### src/rtl/zxuno_uart.sv
// zxuno_uart: 8N1 UART peripheral on the ZX-Uno register bus.
// UARTDATA: write starts a single-byte TX, read returns the RX FIFO head.
// UARTSTAT: {rx_avail, tx_busy, rx_ovf, rx_ferr, 4'b0000}; a read clears the sticky flags.
module zxuno_uart #(
  parameter int unsigned CLK_HZ    = 28000000,
  parameter int unsigned BAUD      = 115200,
  parameter logic [7:0]  ADDR_DATA = 8'hC6,
  parameter logic [7:0]  ADDR_STAT = 8'hC7,
  parameter int unsigned FIFO_LOG2 = 4
) (
  input  logic       clk,
  input  logic       rst_n,
  input  logic [7:0] zxuno_addr,
  input  logic       zxuno_regrd,
  input  logic       zxuno_regwr,
  input  logic [7:0] din,
  output logic [7:0] dout,
  output logic       oe_n,
  input  logic       uart_rx,
  output logic       uart_tx,
  output logic       uart_rts_n
);

  localparam int unsigned DIV   = (CLK_HZ + BAUD / 2) / BAUD;
  localparam int unsigned HALF  = DIV / 2;
  localparam int unsigned CW    = $clog2(DIV + 1);
  localparam int unsigned DEPTH = 2 ** FIFO_LOG2;
  localparam int unsigned CNTW  = FIFO_LOG2 + 1;

  localparam logic [CW-1:0]   DIV_LAST  = CW'(DIV - 1);
  localparam logic [CW-1:0]   HALF_LAST = CW'(HALF - 1);
  localparam logic [CNTW-1:0] RTS_LVL   = CNTW'(DEPTH - 2);

  typedef enum logic [1:0] {TX_IDLE, TX_START, TX_DATA, TX_STOP} tx_state_t;
  typedef enum logic [1:0] {RX_IDLE, RX_START, RX_DATA, RX_STOP} rx_state_t;

  // ---------------- bus strobes ----------------
  logic       r_regwr_d;
  logic       r_regrd_d;
  logic [7:0] r_addr_d;
  logic       w_wr_edge;
  logic       w_rd_end;
  logic       w_rd_data;
  logic       w_rd_stat;

  // Registered copies of the strobes and address for edge detection.
  always_ff @(posedge clk) begin
    if (!rst_n) begin
      r_regwr_d <= 1'b0;
      r_regrd_d <= 1'b0;
      r_addr_d  <= '0;
    end else begin
      r_regwr_d <= zxuno_regwr;
      r_regrd_d <= zxuno_regrd;
      r_addr_d  <= zxuno_addr;
    end
  end

  // The read-end edge uses the address of the last cycle the read was active.
  assign w_wr_edge = zxuno_regwr & ~r_regwr_d & (zxuno_addr == ADDR_DATA);
  assign w_rd_end  = ~zxuno_regrd & r_regrd_d;
  assign w_rd_data = w_rd_end & (r_addr_d == ADDR_DATA);
  assign w_rd_stat = w_rd_end & (r_addr_d == ADDR_STAT);

  // ---------------- TX ----------------
  tx_state_t     r_tx_st, w_tx_ns;
  logic [CW-1:0] r_tx_cnt, w_tx_cnt_n;
  logic [2:0]    r_tx_bit, w_tx_bit_n;
  logic [7:0]    r_tx_shr, w_tx_shr_n;
  logic          r_tx_line, w_tx_line_n;
  logic          w_tx_busy;
  logic          w_tx_end;

  // TX state, bit timer, shift register and registered line output.
  always_ff @(posedge clk) begin
    if (!rst_n) begin
      r_tx_st   <= TX_IDLE;
      r_tx_cnt  <= '0;
      r_tx_bit  <= '0;
      r_tx_shr  <= '0;
      r_tx_line <= 1'b1;
    end else begin
      r_tx_st   <= w_tx_ns;
      r_tx_cnt  <= w_tx_cnt_n;
      r_tx_bit  <= w_tx_bit_n;
      r_tx_shr  <= w_tx_shr_n;
      r_tx_line <= w_tx_line_n;
    end
  end

  // TX next state; the line value is derived from the next state so the
  // registered output changes on the same edge as the state.
  always_comb begin
    w_tx_ns    = r_tx_st;
    w_tx_cnt_n = r_tx_cnt + CW'(1);
    w_tx_bit_n = r_tx_bit;
    w_tx_shr_n = r_tx_shr;
    w_tx_end   = (r_tx_cnt == DIV_LAST);
    case (r_tx_st)
      TX_IDLE: begin
        w_tx_cnt_n = '0;
        if (w_wr_edge) begin
          w_tx_ns    = TX_START;
          w_tx_shr_n = din;
        end
      end
      TX_START: begin
        if (w_tx_end) begin
          w_tx_ns    = TX_DATA;
          w_tx_cnt_n = '0;
          w_tx_bit_n = '0;
        end
      end
      TX_DATA: begin
        if (w_tx_end) begin
          w_tx_cnt_n = '0;
          if (r_tx_bit == 3'd7) begin
            w_tx_ns = TX_STOP;
          end else begin
            w_tx_bit_n = r_tx_bit + 3'd1;
            w_tx_shr_n = {1'b0, r_tx_shr[7:1]};
          end
        end
      end
      TX_STOP: begin
        if (w_tx_end) begin
          w_tx_ns    = TX_IDLE;
          w_tx_cnt_n = '0;
        end
      end
      default: w_tx_ns = TX_IDLE;
    endcase
    case (w_tx_ns)
      TX_START: w_tx_line_n = 1'b0;
      TX_DATA:  w_tx_line_n = w_tx_shr_n[0];
      default:  w_tx_line_n = 1'b1;
    endcase
  end

  assign w_tx_busy = (r_tx_st != TX_IDLE);
  assign uart_tx   = r_tx_line;

  // ---------------- RX ----------------
  logic          r_rx_s1, r_rx_s2, r_rx_prev;
  rx_state_t     r_rx_st, w_rx_ns;
  logic [CW-1:0] r_rx_cnt, w_rx_cnt_n;
  logic [2:0]    r_rx_bit, w_rx_bit_n;
  logic [7:0]    r_rx_shr, w_rx_shr_n;
  logic          w_rx_push;
  logic          w_ferr_set;

  // Two-stage synchroniser plus a delayed copy for falling-edge detection.
  always_ff @(posedge clk) begin
    if (!rst_n) begin
      r_rx_s1   <= 1'b1;
      r_rx_s2   <= 1'b1;
      r_rx_prev <= 1'b1;
    end else begin
      r_rx_s1   <= uart_rx;
      r_rx_s2   <= r_rx_s1;
      r_rx_prev <= r_rx_s2;
    end
  end

  // RX state, bit timer and shift register.
  always_ff @(posedge clk) begin
    if (!rst_n) begin
      r_rx_st  <= RX_IDLE;
      r_rx_cnt <= '0;
      r_rx_bit <= '0;
      r_rx_shr <= '0;
    end else begin
      r_rx_st  <= w_rx_ns;
      r_rx_cnt <= w_rx_cnt_n;
      r_rx_bit <= w_rx_bit_n;
      r_rx_shr <= w_rx_shr_n;
    end
  end

  // RX next state. After a framing error the edge detector needs a high
  // level before the next falling edge, which gives the wait-for-idle.
  always_comb begin
    w_rx_ns    = r_rx_st;
    w_rx_cnt_n = r_rx_cnt + CW'(1);
    w_rx_bit_n = r_rx_bit;
    w_rx_shr_n = r_rx_shr;
    w_rx_push  = 1'b0;
    w_ferr_set = 1'b0;
    case (r_rx_st)
      RX_IDLE: begin
        w_rx_cnt_n = '0;
        if (r_rx_prev & ~r_rx_s2) w_rx_ns = RX_START;
      end
      RX_START: begin
        if (r_rx_cnt == HALF_LAST) begin
          w_rx_cnt_n = '0;
          w_rx_bit_n = '0;
          w_rx_ns    = r_rx_s2 ? RX_IDLE : RX_DATA;
        end
      end
      RX_DATA: begin
        if (r_rx_cnt == DIV_LAST) begin
          w_rx_cnt_n = '0;
          w_rx_shr_n = {r_rx_s2, r_rx_shr[7:1]};
          if (r_rx_bit == 3'd7) w_rx_ns = RX_STOP;
          else                  w_rx_bit_n = r_rx_bit + 3'd1;
        end
      end
      RX_STOP: begin
        if (r_rx_cnt == DIV_LAST) begin
          w_rx_cnt_n = '0;
          w_rx_ns    = RX_IDLE;
          if (r_rx_s2) w_rx_push  = 1'b1;
          else         w_ferr_set = 1'b1;
        end
      end
      default: w_rx_ns = RX_IDLE;
    endcase
  end

  // ---------------- FIFO and flags ----------------
  logic [7:0]           r_mem [DEPTH];
  logic [FIFO_LOG2-1:0] r_wr_ptr, r_rd_ptr;
  logic [CNTW-1:0]      r_cnt;
  logic                 r_ovf, r_ferr;
  logic                 w_empty, w_full, w_pop, w_push_ok, w_ovf_set;

  assign w_empty   = (r_cnt == '0);
  assign w_full    = r_cnt[FIFO_LOG2];
  assign w_pop     = w_rd_data & ~w_empty;
  assign w_push_ok = w_rx_push & (~w_full | w_pop);
  assign w_ovf_set = w_rx_push & w_full & ~w_pop;

  // FIFO storage; contents need no reset because count gates every read.
  always_ff @(posedge clk) begin
    if (w_push_ok) r_mem[r_wr_ptr] <= r_rx_shr;
  end

  // FIFO pointers and occupancy.
  always_ff @(posedge clk) begin
    if (!rst_n) begin
      r_wr_ptr <= '0;
      r_rd_ptr <= '0;
      r_cnt    <= '0;
    end else begin
      if (w_push_ok) r_wr_ptr <= r_wr_ptr + 1'b1;
      if (w_pop)     r_rd_ptr <= r_rd_ptr + 1'b1;
      case ({w_push_ok, w_pop})
        2'b10:   r_cnt <= r_cnt + 1'b1;
        2'b01:   r_cnt <= r_cnt - 1'b1;
        default: r_cnt <= r_cnt;
      endcase
    end
  end

  // Sticky error flags; a set in the clearing cycle wins.
  always_ff @(posedge clk) begin
    if (!rst_n) begin
      r_ovf  <= 1'b0;
      r_ferr <= 1'b0;
    end else begin
      r_ovf  <= w_ovf_set  | (r_ovf  & ~w_rd_stat);
      r_ferr <= w_ferr_set | (r_ferr & ~w_rd_stat);
    end
  end

  assign uart_rts_n = (r_cnt >= RTS_LVL);

  // ---------------- read mux ----------------
  // Register read data toward the CPU data-in mux.
  always_comb begin
    dout = '0;
    if (zxuno_addr == ADDR_DATA) begin
      if (!w_empty) dout = r_mem[r_rd_ptr];
    end else if (zxuno_addr == ADDR_STAT) begin
      dout = {~w_empty, w_tx_busy, r_ovf, r_ferr, 4'b0000};
    end
  end

  assign oe_n = ~(zxuno_regrd & ((zxuno_addr == ADDR_DATA) | (zxuno_addr == ADDR_STAT)));

endmodule

### config.mk
export PLATFORM = sky130hd
export DESIGN_NAME = zxuno_uart
export DESIGN_NICKNAME = d
export VERILOG_FILES = /design/src/rtl/zxuno_uart.sv
export SDC_FILE = /design/constraint.sdc
export NUM_CORES = 1
export LEC_CHECK = 0
export BUFFER_PORTS_ARGS = -buffer_cell sky130_fd_sc_hd__buf_2
export CAP_MARGIN = 20
export CORE_UTILIZATION = 40
export CTS_CLUSTER_DIAMETER = 150
export CTS_CLUSTER_SIZE = 20
export DETAILED_ROUTE_END_ITERATION = 10
export GPL_TIMING_DRIVEN = 0
export PLACE_DENSITY = 0.62
export SLEW_MARGIN = 20
export SYNTH_ARGS = -nofsm -noshare
export SYNTH_HDL_FRONTEND = slang
export SYNTH_SLANG_ARGS = --single-unit
### constraint.sdc
create_clock -name clk -period 3 [get_ports clk]
set_input_delay 0 -clock clk [delete_from_list [all_inputs] [get_ports clk]]
set_output_delay 0 -clock clk [all_outputs]
set_load 0.005 [all_outputs]
==> key figures, run 1 <==
Die
  • Vert. Die Dim: 145 um
  • Initial Util: 40.7%
  • IO Count: 32
  • Core ar.: 20200 um^2
  • Die W: 145 um
  • Std-Cell Rows: 52
  • Die area: 21200 um^2

Global routing
  • First-pass GRT wire length: 26500 um
  • Initial antenna violation count: 0
  • Largest net degree at the start of global routing: 22
  • All-layer global routing usage: 16.2%
  • Vias in the first global route: 4989
  • Grt ovf: 0

Critical path
  • CP Cell Sequence: or4b_4 -> or3_4 -> or3_4 -> inv_4 -> ha_4 -> inv_2 -> fa_2 -> nor2b_1 -> o21ai_1 -> and3_1 -> or4_1 -> a21oi_2
  • Slowest stage cell on the critical path: or4b_4
  • Nature of the critical path endpoint: register
  • Peak fanout along the critical path: 4
  • CP peak stage delay: 560 ps
  • Path type of the worst setup path: register to register
  • Critical Path AT: 3590 ps
  • Worst path bufs/invs: 2
  • Setup crit start kind: register
  • Data required time of the critical path: 3400 ps
  • Crit-path leading delay family: simple AND/OR/NAND/NOR gates
  • CP dominant cell by count: or3_4

Route
  • DR pass1 iterations: 4
  • Post-Route WL: 16600 um
  • Via density: 5.15
  • Number of DRC markers in iteration 0: 238
  • Metal3 WL: 561 um
  • Via Count: 4847
  • DRC viols: 0
  • Wire per inst: 17.7 um
  • ANT nets after route: 0
  • Top routing layer used: met4
  • Met1 Wirelength: 7290 um
  • Metal2 WL: 8530 um

Synth
  • Main combinational cell family by area after synthesis: multiplexers
  • Syn Nets: 633
  • Synthesized area per cell: 13.9 um^2
  • Share of the synthesized area in the top cell type: 46.7%
  • EDFF count, synth: 128
  • FF+latch count, synth: 203
  • Seq/Total Area, Yosys: 64.9%
  • Most frequent cell after synthesis: edfxtp_1
  • Leading area contributor after synthesis: edfxtp_1
  • Asr flop ratio synth: 0%
  • Post-synth top flop: edfxtp_1
  • Compound-gate portion of the synthesized area: 5.33%
  • Synth Area in Simple Gates: 10.8%
  • Top post-synthesis cells by area: edfxtp_1 (47%), dfxtp_1 (18%), mux4_2 (9.0%)
  • Synth Instances: 592
  • Multiplexer share of the synthesized area: 12.0%
  • Synth Area in Adders: 3.13%
  • Netlist cell types: 47
  • Post-synthesis xor/xnor area fraction: 1.91%
  • Synth top cells by count: edfxtp_1 (128), dfxtp_1 (75), nor2_1 (75)
  • Post-synthesis instance area: 8240 um^2
  • Synth Warn #: 0

STA
  • Fmax: 0.314 GHz
  • Final setup fails: 1
  • WHS: 282 ps
  • Hold Violations, Final: 0
  • Clock Skew: 17.5 ps
  • RSZ-0062 raised after global routing: yes
  • Max Slew Vio Count: 0
  • Max-slew headroom: 30.1%
  • Tcrit/Tclk final: 106%
  • Final WS setup: -185 ps
  • Tmin final: 3180 ps
  • Worst-Margin Slew: 1040 ps

Worst hold path
  • HP Class: input pin to register

Clocking
  • Clk buf depth: 3
  • CTS root buffer: clkbuf_16
  • Htree depth: 1
  • Total CTS buffers: 14
  • Clk slew on worst S/H paths: 80 ps
  • Clk Latency, worst-skew pair: 470 ps
  • Clock sinks: 203
  • TritonCTS clock tree: done

Place
  • Final GP Congestion: 0.756
  • PortBufs: 30
  • Dpl cells: 893
  • Post-detail-place hpwl: 11200 um
  • Setup Slack @ Placement: -519 ps

Power and ir drop
  • Psw: 0.961 mW
  • Int Pwr: 3.93 mW
  • Static Leak: 3.12 nW
  • PwrDens: 514 nW/um^2
  • Worst vdd ir: 0.000273 V
  • Comb pwr share: 1.5%
  • Share of total power in sequential cells: 60.2%
  • Power Total: 4.89 mW
  • Switching share of power: 19.7%
  • Clock share of power: 38.2%

Finish
  • # diodes: 0
  • Fraction of layout instances using a drive strength above 1: 16.7%
  • Filler cell count: 1747
  • Syn-to-layout area delta: 15.5%
  • Util after Layout: 47.0%
  • Final Non-Filler Cells: 942
  • Nets: 705

Status
  • Status: complete, but fails checks
  • Failing checks: setup timing

Run
  • Max cap viols: 0
[stage by stage]
| stage | instance area [um^2] | TNS, ps |
|---|---|---|
| finish | 9510 | -185 |
| global placement | 8750 | -17390 |
| floorplan | 8270 | -202 |
| detailed placement | 8780 | -12460 |
| global route | 9510 | -312 |
| CTS | 9480 | -205 |
[worst paths after layout]
path	from	slack, ps	to	depth (start not counted)
max	r_addr_d[3]	-180	r_cnt[4]	12
min	zxuno_addr[4]	280	r_addr_d[4]	3
max reg2reg	r_addr_d[3]	-180	r_cnt[4]	12
min reg2reg	r_rx_s1	410	r_rx_s2	1
[routing by layer]
layer | GRT usage, % | up-vias
li1 | - | 2336
met1 | 20.5 | 2405
met2 | 29.3 | 89
met3 | 2.35 | 17
met4 | 3.37 | 0
met5 | 0 | -
[repair_timing]
action                                  CTS  global route
pin swaps                                 5             5
hold buffers                             23             0
resized for setup                         6             8
hold endpoints to repair                 21             0
endpoints found under the setup margin  101            39
buffers inserted                          3             2
[cell type report]
cell class	instances	area [um^2]	share of cell area, %
Clock inverter	1	20.0	0.210
Multi-Input combinational cell	348	2820	29.7
Clock buffer	23	405	4.26
Sequential cell	203	5350	56.2
Tap cell	270	338	3.55
Inverter	17	66.3	0.697
Timing Repair Buffer	59	425	4.47
Buffer	21	88.8	0.934
[kinds of logic after synthesis]
logic type,after synthesis
muxes,57
and+or+nand+nor,182
adders and majority gates,20
AOI/OAI and AO/OA,71
xor gates and xnor gates,18
DFF,203
buffers and inverters,41
[layout by cell type, fill, tap and decap left out, types with 4 or more instances in the layout]
master and instances:
nand2b_1 6, nor2_1 75, clkbuf_16 15, buf_2 31, nand3_1 13, edfxtp_1 128
nand3b_1 4, buf_4 8, inv_1 15, a211oi_1 8, xor2_1 9, mux4_2 33
and3_1 5, and2_1 10, dfxtp_1 75, clkbuf_1 24, dlygate4sd3_1 23, ha_1 18
mux2i_1 22, or3_1 7, o21ai_0 12, a22oi_1 8, a21oi_1 27, xnor2_1 9
nor3_2 5, nor2b_1 9, nand2_1 29
[registers in the layout (all words and copies together), names as in the netlist, 2 cells and up, named ones only]
signal,cells
r_tx_cnt,8
r_rx_bit,3
r_cnt,5
r_wr_ptr,4
r_rd_ptr,4
r_tx_st,2
r_rx_shr,8
r_tx_bit,3
r_mem,128
r_addr_d,8
r_tx_shr,8
r_rx_cnt,8
[power by group through the flow]
stage | combinational, mW | sequential, mW | clock (mW)
after floorplan | 0.0262 | 3.01 | 0
after global placement | 0.0485 | 3.01 | 0
after detailed placement | 0.0503 | 3.01 | 0
after CTS | 0.0736 | 2.94 | 1.92
after global routing | 0.0824 | 2.95 | 2.00
final | 0.0748 | 2.94 | 1.87
[tightest hold or removal path, stage by stage]
cell and delay [ps]:
dlygate4sd3_1 510, buf_2 100, and2_1 100
No activity file was read; power rests on OpenSTA's default activity.
==> inputs of run 2 (changes only) <==
Settings changed: PLACE_DENSITY 0.62 to 0.6.
Clock period 3 ns to 3.4 ns, I/O delays scaled along.
==> run 2 against run 1 <==
Against the previous run:
- the flow now finishes without violations
- sequential share of layout area increased by 0.30 points
- first-iteration DRC count is 16% higher
- design area is 0.53% lower
- die area unchanged
- cell count shrank 0.32%
- non-clock buffer count decreased by 3
- critical path depth unchanged
- critical endpoint unchanged
==> key figures, run 2 (synthesis results as in run 1) <==
Status
  • Status: finished, final reports clean (was complete, but fails checks)

Place
  • Dpl cells: 894 (was 893)
  • Final GP Congestion: 0.817 (was 0.756)
  • PortBufs: 30 (unchanged)
  • Post-detail-place hpwl: 11100 um (was 11200 um)
  • Setup Slack @ Placement: -360 ps (was -519 ps)

Finish
  • Most common cell after layout, fill and taps aside: edfxtp_1 (unchanged)
  • Fraction of layout instances using a drive strength above 1: 16.4% (was 16.7%)
  • Syn-to-layout area delta: 14.9% (was 15.5%)
  • # diodes: 0 (unchanged)
  • Number of flip-flops in the largest register: 128 (unchanged)
  • Final Non-Filler Cells: 939 (was 942)
  • Top reg by flops: r_mem (unchanged)
  • Nets: 702 (was 705)
  • Most frequent cells in the layout: edfxtp_1 (128), nor2_1 (75), dfxtp_1 (75) (unchanged)

Clocking
  • TritonCTS clock tree: done (unchanged)
  • Clk slew on worst S/H paths: 80 ps (about the same)
  • CTS root buffer: clkbuf_16 (unchanged)
  • Clk Latency, worst-skew pair: 470 ps (about the same)
  • Htree depth: 1 (unchanged)
  • Total CTS buffers: 14 (unchanged)
  • Clk buf depth: 3 (unchanged)
  • Clock sinks: 203 (unchanged)

Power and ir drop
  • Comb pwr share: 1.5% (about the same)
  • PwrDens: 456 nW/um^2 (was 514 nW/um^2)
  • Switching share of power: 19.7% (about the same)
  • Clock share of power: 38.3% (was 38.2%)
  • Share of total power in sequential cells: 60.2% (about the same)
  • Static Leak: 3.10 nW (was 3.12 nW)
  • Int Pwr: 3.46 mW (was 3.93 mW)
  • Worst vdd ir: 0.000304 V (was 0.000273 V)
  • Psw: 0.849 mW (was 0.961 mW)

STA
  • WHS: 281 ps (was 282 ps)
  • Max-slew headroom: 33.1% (was 30.1%)
  • Clock Skew: 17.4 ps (was 17.5 ps)
  • Tmin final: 3250 ps (was 3180 ps)
  • Total Neg Setup Slack: 0 ps (was -185 ps)
  • RSZ-0062 raised after global routing: no (was yes)
  • Tcrit/Tclk final: 95.6% (was 106%)
  • Max Slew Vio Count: 0 (unchanged)
  • Worst-Margin Slew: 999 ps (was 1040 ps)
  • Fmax: 0.308 GHz (was 0.314 GHz)
  • Final WS setup: 149 ps (was -185 ps)
  • Hold Violations, Final: 0 (unchanged)
  • Final setup fails: 0 (was 1)

Die
  • Die W: 145 um (unchanged)
  • Vert. Die Dim: 145 um (unchanged)
  • Die area: 21200 um^2 (unchanged)
  • Std-Cell Rows: 52 (unchanged)
  • Initial Util: 40.7% (unchanged)
  • IO Count: 32 (unchanged)
  • Core ar.: 20200 um^2 (unchanged)

Worst hold path
  • HP Class: input pin to register (unchanged)

Route
  • ANT nets after route: 0 (unchanged)
  • DRC viols: 0 (unchanged)
  • Via Count: 4886 (was 4847)
  • Via density: 5.20 (was 5.15)
  • Post-Route WL: 16400 um (was 16600 um)
  • Number of DRC markers in iteration 0: 275 (was 238)
  • Wire per inst: 17.4 um (was 17.7 um)
  • DR pass1 iterations: 4 (unchanged)

Global routing
  • Largest net degree at the start of global routing: 22 (unchanged)
  • Grt ovf: 0 (unchanged)
  • Vias in the first global route: 4966 (was 4989)
  • Initial antenna violation count: 0 (unchanged)
  • First-pass GRT wire length: 26300 um (was 26500 um)
  • All-layer global routing usage: 15.7% (was 16.2%)

Critical path
  • Critical Path AT: 3640 ps (was 3590 ps)
  • Nature of the critical path endpoint: register (unchanged)
  • Peak fanout along the critical path: 7 (was 4)
  • Path type of the worst setup path: register to register (unchanged)
  • Setup crit start kind: register (unchanged)
  • Data required time of the critical path: 3790 ps (was 3400 ps)

Run
  • Max cap viols: 0 (unchanged)
==> run 2: cell types whose count changed in the layout (fill, tap and decap cells not counted), moves of 2 or more <==
cell,change
dlygate4sd3_1,-2
buf_4,-4
clkbuf_1,+2
buf_2,+2
==> run 2: repair_timing <==
action / in CTS / in global routing
setup endpoints to repair: 1 / 1
setup buffers: 2 / 0
pin swaps: 5 / 5
resized for setup: 11 / 5
hold buffers: 21 / 0
endpoints found under the hold margin: 21 / 0
==> run 2: worst paths after layout <==
kind,start,end,slack (ps),cells past startpoint
setup / recovery,r_addr_d[4],r_cnt[4],150,12
hold / removal,zxuno_addr[1],r_addr_d[1],280,3
setup reg to reg,r_addr_d[4],r_cnt[4],150,12
hold reg to reg,r_rx_s1,r_rx_s2,420,1
==> run 2: power groups by stage <==
stage / sequential, mW / clock [mW] / combinational, mW
floorplan: 2.65 / 0 / 0.0229
global placement: 2.65 / 0 / 0.0433
detailed placement: 2.65 / 0 / 0.0445
CTS: 2.60 / 1.69 / 0.0632
global route: 2.60 / 1.78 / 0.0701
finish: 2.60 / 1.65 / 0.0642
==> run 2: critical path, stage by stage (launching register included) <==
cell	delay, ps
dfxtp_1	310
or4b_4	550
or3_4	380
or3_4	440
inv_2	80
ha_4	140
inv_2	50
fa_2	340
nor2b_2	120
o21ai_2	60
and3_1	150
or4_1	390
a21oi_1	140
==> run 2: layer usage <==
layer  share of wire [%]  vias to the layer above  global-route usage [%]
met3                 3.6                       25                    2.19
met4                 1.9                        0                    3.47
met5                   0                        -                       0
met2                  50                       97                    27.7
li1                    -                     2333                       -
met1                  44                     2431                    20.6
==> run 2: through the flow <==
stage	cell area, um^2	total power, mW	util, %
floorplan	8240	2.68	-
global placement	8720	2.70	43.1
detailed placement	8760	2.70	43.3
CTS	9450	4.35	46.7
global route	9460	4.45	46.8
finish	9460	4.31	46.8
==> run 2: final cells by class <==
| cell class | instances | area, um^2 |
|---|---|---|
| Fill cell | 1740 | 10800 |
| Tap cell | 270 | 338 |
| Inverter | 17 | 63.8 |
| Clock buffer | 23 | 405 |
| Clock inverter | 1 | 20.0 |
| Timing Repair Buffer | 55 | 390 |
| Sequential cell | 203 | 5350 |
| Buffer | 22 | 86.3 |
| Multi-Input combinational cell | 348 | 2810 |
